### src/rtl/ascii_ps2_sender.sv
// Keyboard-side PS/2 emulator: maps one ASCII character to its set-2 make code
// and serialises the keystroke (make, F0, make) on ps2_clk/ps2_data.
module ascii_ps2_sender #(
    parameter int unsigned CLK_DIV    = 4,
    parameter int unsigned GAP_CYCLES = 16
) (
    input  logic       clk,
    input  logic       clrn,
    input  logic [7:0] ascii_in,
    input  logic       valid,
    output logic       ready,
    output logic       ps2_clk,
    output logic       ps2_data,
    output logic       busy,
    output logic       unmapped
);

    localparam int unsigned DIV_W = (CLK_DIV > 1) ? $clog2(CLK_DIV) : 1;
    localparam int unsigned GAP_W = $clog2(GAP_CYCLES + 1);
    localparam int unsigned BIT_W = 4;

    localparam logic [1:0] S_IDLE  = 2'd0;
    localparam logic [1:0] S_FRAME = 2'd1;
    localparam logic [1:0] S_GAP   = 2'd2;

    logic [1:0]       state_q, state_d;
    logic [7:0]       code_q, code_d;
    logic [1:0]       byte_idx_q, byte_idx_d;
    logic [BIT_W-1:0] bit_q, bit_d;
    logic [DIV_W-1:0] div_q, div_d;
    logic             low_q, low_d;
    logic [GAP_W-1:0] gap_q, gap_d;
    logic             ps2_clk_q, ps2_clk_d;
    logic             ps2_data_q, ps2_data_d;
    logic             ready_q, ready_d;
    logic             busy_q, busy_d;
    logic             unmapped_q, unmapped_d;

    logic [8:0]       map_c;
    logic [7:0]       cur_byte_c;

    // Inverse set-2 table; returns {mapped, make_code}
    function automatic logic [8:0] map_ascii(input logic [7:0] c);
        case (c)
            8'h30: map_ascii = {1'b1, 8'h45};
            8'h31: map_ascii = {1'b1, 8'h16};
            8'h32: map_ascii = {1'b1, 8'h1E};
            8'h33: map_ascii = {1'b1, 8'h26};
            8'h34: map_ascii = {1'b1, 8'h25};
            8'h35: map_ascii = {1'b1, 8'h2E};
            8'h36: map_ascii = {1'b1, 8'h36};
            8'h37: map_ascii = {1'b1, 8'h3D};
            8'h38: map_ascii = {1'b1, 8'h3E};
            8'h39: map_ascii = {1'b1, 8'h46};
            8'h61: map_ascii = {1'b1, 8'h1C};
            8'h62: map_ascii = {1'b1, 8'h32};
            8'h63: map_ascii = {1'b1, 8'h21};
            8'h64: map_ascii = {1'b1, 8'h23};
            8'h65: map_ascii = {1'b1, 8'h24};
            8'h66: map_ascii = {1'b1, 8'h2B};
            8'h67: map_ascii = {1'b1, 8'h34};
            8'h68: map_ascii = {1'b1, 8'h33};
            8'h69: map_ascii = {1'b1, 8'h43};
            8'h6A: map_ascii = {1'b1, 8'h3B};
            8'h6B: map_ascii = {1'b1, 8'h42};
            8'h6C: map_ascii = {1'b1, 8'h4B};
            8'h6D: map_ascii = {1'b1, 8'h3A};
            8'h6E: map_ascii = {1'b1, 8'h31};
            8'h6F: map_ascii = {1'b1, 8'h44};
            8'h70: map_ascii = {1'b1, 8'h4D};
            8'h71: map_ascii = {1'b1, 8'h15};
            8'h72: map_ascii = {1'b1, 8'h2D};
            8'h73: map_ascii = {1'b1, 8'h1B};
            8'h74: map_ascii = {1'b1, 8'h2C};
            8'h75: map_ascii = {1'b1, 8'h3C};
            8'h76: map_ascii = {1'b1, 8'h2A};
            8'h77: map_ascii = {1'b1, 8'h1D};
            8'h78: map_ascii = {1'b1, 8'h22};
            8'h79: map_ascii = {1'b1, 8'h35};
            8'h7A: map_ascii = {1'b1, 8'h1A};
            8'h27: map_ascii = {1'b1, 8'h52};
            8'h2C: map_ascii = {1'b1, 8'h41};
            8'h2D: map_ascii = {1'b1, 8'h4E};
            8'h2E: map_ascii = {1'b1, 8'h49};
            8'h2F: map_ascii = {1'b1, 8'h4A};
            8'h3B: map_ascii = {1'b1, 8'h4C};
            8'h3D: map_ascii = {1'b1, 8'h55};
            8'h5B: map_ascii = {1'b1, 8'h54};
            8'h5C: map_ascii = {1'b1, 8'h5D};
            8'h5D: map_ascii = {1'b1, 8'h5B};
            8'h60: map_ascii = {1'b1, 8'h0E};
            default: map_ascii = 9'h000;
        endcase
    endfunction

    // Frame bit idx: start 0, data LSB first, odd parity, stop 1
    function automatic logic frame_bit(input logic [7:0] b, input logic [BIT_W-1:0] idx);
        if (idx == 4'd0)      frame_bit = 1'b0;
        else if (idx <= 4'd8) frame_bit = b[3'(idx - 4'd1)];
        else if (idx == 4'd9) frame_bit = ~(^b);
        else                  frame_bit = 1'b1;
    endfunction

    assign map_c      = map_ascii(ascii_in);
    assign cur_byte_c = (byte_idx_q == 2'd1) ? 8'hF0 : code_q;

    // Next-state and output logic
    always_comb begin
        state_d    = state_q;
        code_d     = code_q;
        byte_idx_d = byte_idx_q;
        bit_d      = bit_q;
        div_d      = div_q;
        low_d      = low_q;
        gap_d      = gap_q;
        ps2_clk_d  = ps2_clk_q;
        ps2_data_d = ps2_data_q;
        ready_d    = ready_q;
        busy_d     = busy_q;
        unmapped_d = 1'b0;

        case (state_q)
            S_IDLE: begin
                if (valid && ready_q) begin
                    if (map_c[8]) begin
                        code_d     = map_c[7:0];
                        byte_idx_d = 2'd0;
                        bit_d      = '0;
                        div_d      = '0;
                        low_d      = 1'b0;
                        ps2_clk_d  = 1'b1;
                        ps2_data_d = 1'b0;
                        ready_d    = 1'b0;
                        busy_d     = 1'b1;
                        state_d    = S_FRAME;
                    end else begin
                        unmapped_d = 1'b1;
                    end
                end
            end
            S_FRAME: begin
                if (div_q == DIV_W'(CLK_DIV - 1)) begin
                    div_d = '0;
                    if (!low_q) begin
                        low_d     = 1'b1;
                        ps2_clk_d = 1'b0;
                    end else begin
                        low_d     = 1'b0;
                        ps2_clk_d = 1'b1;
                        if (bit_q == 4'd10) begin
                            gap_d      = '0;
                            ps2_data_d = 1'b1;
                            state_d    = S_GAP;
                        end else begin
                            bit_d      = bit_q + 4'd1;
                            ps2_data_d = frame_bit(cur_byte_c, bit_q + 4'd1);
                        end
                    end
                end else begin
                    div_d = div_q + DIV_W'(1);
                end
            end
            S_GAP: begin
                if (gap_q == GAP_W'(GAP_CYCLES - 1)) begin
                    if (byte_idx_q == 2'd2) begin
                        ready_d = 1'b1;
                        busy_d  = 1'b0;
                        state_d = S_IDLE;
                    end else begin
                        byte_idx_d = byte_idx_q + 2'd1;
                        bit_d      = '0;
                        div_d      = '0;
                        low_d      = 1'b0;
                        ps2_data_d = 1'b0;
                        state_d    = S_FRAME;
                    end
                end else begin
                    gap_d = gap_q + GAP_W'(1);
                end
            end
            default: begin
                state_d    = S_IDLE;
                ps2_clk_d  = 1'b1;
                ps2_data_d = 1'b1;
                ready_d    = 1'b1;
                busy_d     = 1'b0;
            end
        endcase
    end

    always_ff @(posedge clk or negedge clrn) begin
        if (!clrn) begin
            state_q    <= S_IDLE;
            code_q     <= '0;
            byte_idx_q <= '0;
            bit_q      <= '0;
            div_q      <= '0;
            low_q      <= 1'b0;
            gap_q      <= '0;
            ps2_clk_q  <= 1'b1;
            ps2_data_q <= 1'b1;
            ready_q    <= 1'b1;
            busy_q     <= 1'b0;
            unmapped_q <= 1'b0;
        end else begin
            state_q    <= state_d;
            code_q     <= code_d;
            byte_idx_q <= byte_idx_d;
            bit_q      <= bit_d;
            div_q      <= div_d;
            low_q      <= low_d;
            gap_q      <= gap_d;
            ps2_clk_q  <= ps2_clk_d;
            ps2_data_q <= ps2_data_d;
            ready_q    <= ready_d;
            busy_q     <= busy_d;
            unmapped_q <= unmapped_d;
        end
    end

    assign ready    = ready_q;
    assign busy     = busy_q;
    assign ps2_clk  = ps2_clk_q;
    assign ps2_data = ps2_data_q;
    assign unmapped = unmapped_q;

endmodule

### config.mk
export PLATFORM = sky130hd
export DESIGN_NAME = ascii_ps2_sender
export DESIGN_NICKNAME = d
export VERILOG_FILES = /design/src/rtl/ascii_ps2_sender.sv
export SDC_FILE = /design/constraint.sdc
export NUM_CORES = 1
export LEC_CHECK = 0
export ABC_AREA = 1
export CAP_MARGIN = 20
export CORE_MARGIN = 4
export CORE_UTILIZATION = 60
export CTS_CLUSTER_SIZE = 12
export DETAILED_ROUTE_END_ITERATION = 10
export GPL_ROUTABILITY_DRIVEN = 0
export GPL_TIMING_DRIVEN = 0
export PLACE_DENSITY = 0.81
export REMOVE_ABC_BUFFERS = 1
export SLEW_MARGIN = 20
export SYNTH_ARGS = -nofsm -noshare
export SYNTH_HDL_FRONTEND = slang
export SYNTH_SLANG_ARGS = --single-unit
### constraint.sdc
create_clock -name clk -period 4.22 [get_ports clk]
set_input_delay 0.844 -clock clk [delete_from_list [all_inputs] [get_ports clk]]
set_output_delay 0.844 -clock clk [all_outputs]
set_load 0.01 [all_outputs]
==> qor.yml <==
p_leak_nw: 1.33
die_x_um: 72.7
fin_crit_ns: 3.17
post-route-period-util: 0.750
ir_drop_mv: 0.142
cap_violations: 0
max_freq_mhz: 316
synth_edf_count: 0
drt_iter0_markers: 164
grt_pass1_vias: 2284
cts_made_buffers: 3
grt_pass1_wl_um: 10000
top_level_ports: 16
regArea_um2: 704
dp_cells: 444
wl_met3_um: 367
portBuffers: 15
cts_tree: "yes"
cts_resized: 0
route.layer.met1.wl_um: 2710
run_status: "finished clean"
drive_above_1_share: 0.0653
setup_tns_ns: 0
path_class: "primary input to flip-flop"
initial_utilization: 0.623
yosysWarnings: 0
powerDensity_nw_per_um2: 211
drtAntennaViolNets: 0
min_path_type: "flip-flop to flip-flop"
async_flop_share: 1.00
grt_usage: 0.231
finalHoldViolations: 0
clkLatencyLatePin_ns: 0.28
wl_met2_um: 2550
drc: 0
area_delta_synth_final_pct: 8.23
ff2ff_path_depth: 10
fin_skew_ns: 0.0102
top_layer: "met4"
critPathLaunchType: "primary input"
syn_area_per_cell_um2: 6.40
overflow: 0
slew_headroom: 0.591
cts_root_buffer: "clkbuf_8"
cts_buffer_depth: 2
fp.dieH_um: 72.7
place_hpwl_um: 4280
postCtsSetupBuffers: 0
arrival_ns: 3.38
die_area_um2: 5280
path_max_fanout: 20
synthesis.area_um2: 2510
n_antenna_cell: 0
post_drt_via_cell_ratio: 5.61
final_max_slew_viol_count: 0
vias: 2515
row_count: 23
numClockSinks: 28
multi_input_area_um2: 1570
dr.pass1.iters: 5
hold_buffers: 0
clk_pin_slew_ns: 0.10
fin_cells: 448
ys.flop_type: "dfrtp_1"
wl_per_cell_um: 12.7
grt_max_degree: 29
fillers: 376
nets: 426
syn_inst: 392
cp-end-kind: "flip-flop"
critPathRequiredTime_ns: 4.43
rsz0062_at_grt: "no"
htreeDepth: 1
synth-seq-area-share: 0.281
tightest_slew_ns: 0.613
antenna_found_initial: 0
synth.distinct_cells: 38
synth-seq-cells: 28
hold_depth: 2
setup_viol: 0
routed_wl_um: 5680
hold_ws_ns: 0.471
core_area_um2: 4030
registers in the layout, summed over array words and instances, names as in the netlist, 2 cells and up:
register    flops
div_q           2
bit_q           4
byte_idx_q      2
state_q         2
gap_q           5
code_q          7
final cells by class:
cell class | count | area share
Multi-Input combinational cell | 309 | 0.579
Sequential cell | 28 | 0.259
Inverter | 42 | 0.0590
Timing Repair Buffer | 15 | 0.0535
Tap cell | 50 | 0.0230
Clock buffer | 3 | 0.0152
Clock inverter | 1 | 0.0111
cells in the mapped netlist, types with 3 or more instances:
cell type	count	share of area
a21oi_1	19	0.038
nand2_1	125	0.19
nand3b_1	4	0.012
o21ai_1	4	0.0080
ha_1	16	0.080
clkbuf_1	5	0.0075
dfrtp_1	25	0.25
nand2_2	3	0.0075
dfstp_2	3	0.031
buf_2	4	0.0080
buf_4	3	0.0090
o21ai_0	34	0.068
nor2_1	40	0.060
o211ai_1	6	0.018
inv_1	36	0.054
nand3_1	26	0.052
nand4_1	9	0.022
inv_2	4	0.0060
where the power goes:
group / internal, W / switching (W)
Clock: 0.000127 / 0.0000838
Sequential: 0.000268 / 0
Combinational: 0.0000306 / 0.0000624
Total: 0.000426 / 0.000146
layout by cell type, fill, tap and decap left out, types with 6 or more instances in the layout:
cell and instances:
nand4_1 9, nor2_1 40, o21ai_0 34, nand2_1 125, inv_1 36, nand3_1 26, dfrtp_1 25, o211ai_1 6
a21oi_1 19, ha_1 16, clkdlybuf4s50_1 14
critical path, stage by stage:
cell and delay (ns):
clkdlybuf4s50_1 0.86, inv_1 0.31, nand2_1 0.24, nand3_1 0.11
nand2_1 0.11, nand2_1 0.07, nand2_1 0.08, nand2_2 0.07
nand2_2 0.14, nand3_2 0.26, nor2_1 0.18, nand2_1 0.07
nand2_1 0.05
worst paths after layout:
path	startpoint	endpoint	slack, ns
worst max-delay path	ascii_in[2]	code_q[0]	1.05
worst min-delay path	ps2_clk	ps2_clk	0.47
worst max register to register	gap_q[0]	bit_q[1]	2.24
worst min register to register	ps2_clk	ps2_clk	0.47
max in group asynchronous	clrn	code_q[4]	3.24
min in group asynchronous	clrn	bit_q[3]	0.57
metal layers:
layer | vias up | GRT usage
li1 | 1295 | -
met1 | 1117 | 0.337
met2 | 97 | 0.363
met3 | 6 | 0.0275
met4 | 0 | 0.0635
met5 | - | 0
cell families after synthesis:
| group | share of synthesized area |
|---|---|
| AOI/OAI and AO/OA | 0.162 |
| muxes | 0.00399 |
| adders and majority gates | 0.0798 |
| xor gates and xnor gates | 0.0105 |
| DFF | 0.281 |
| buffers and inverters | 0.0928 |
| and+or+nand+nor | 0.370 |
metrics by stage:
step	cell area [um^2]	total power (W)	utilization	setup slack (ns)
global placement	2650	0.000364	0.657	0.828
detailed placement	2640	0.000364	0.656	0.830
CTS	2720	0.000576	0.674	1.11
finish	2720	0.000572	0.674	1.05
global route	2720	0.000598	0.674	0.767
floorplan	2440	0.000327	-	2.05
Note: power is estimated with default switching activity, not from simulation.
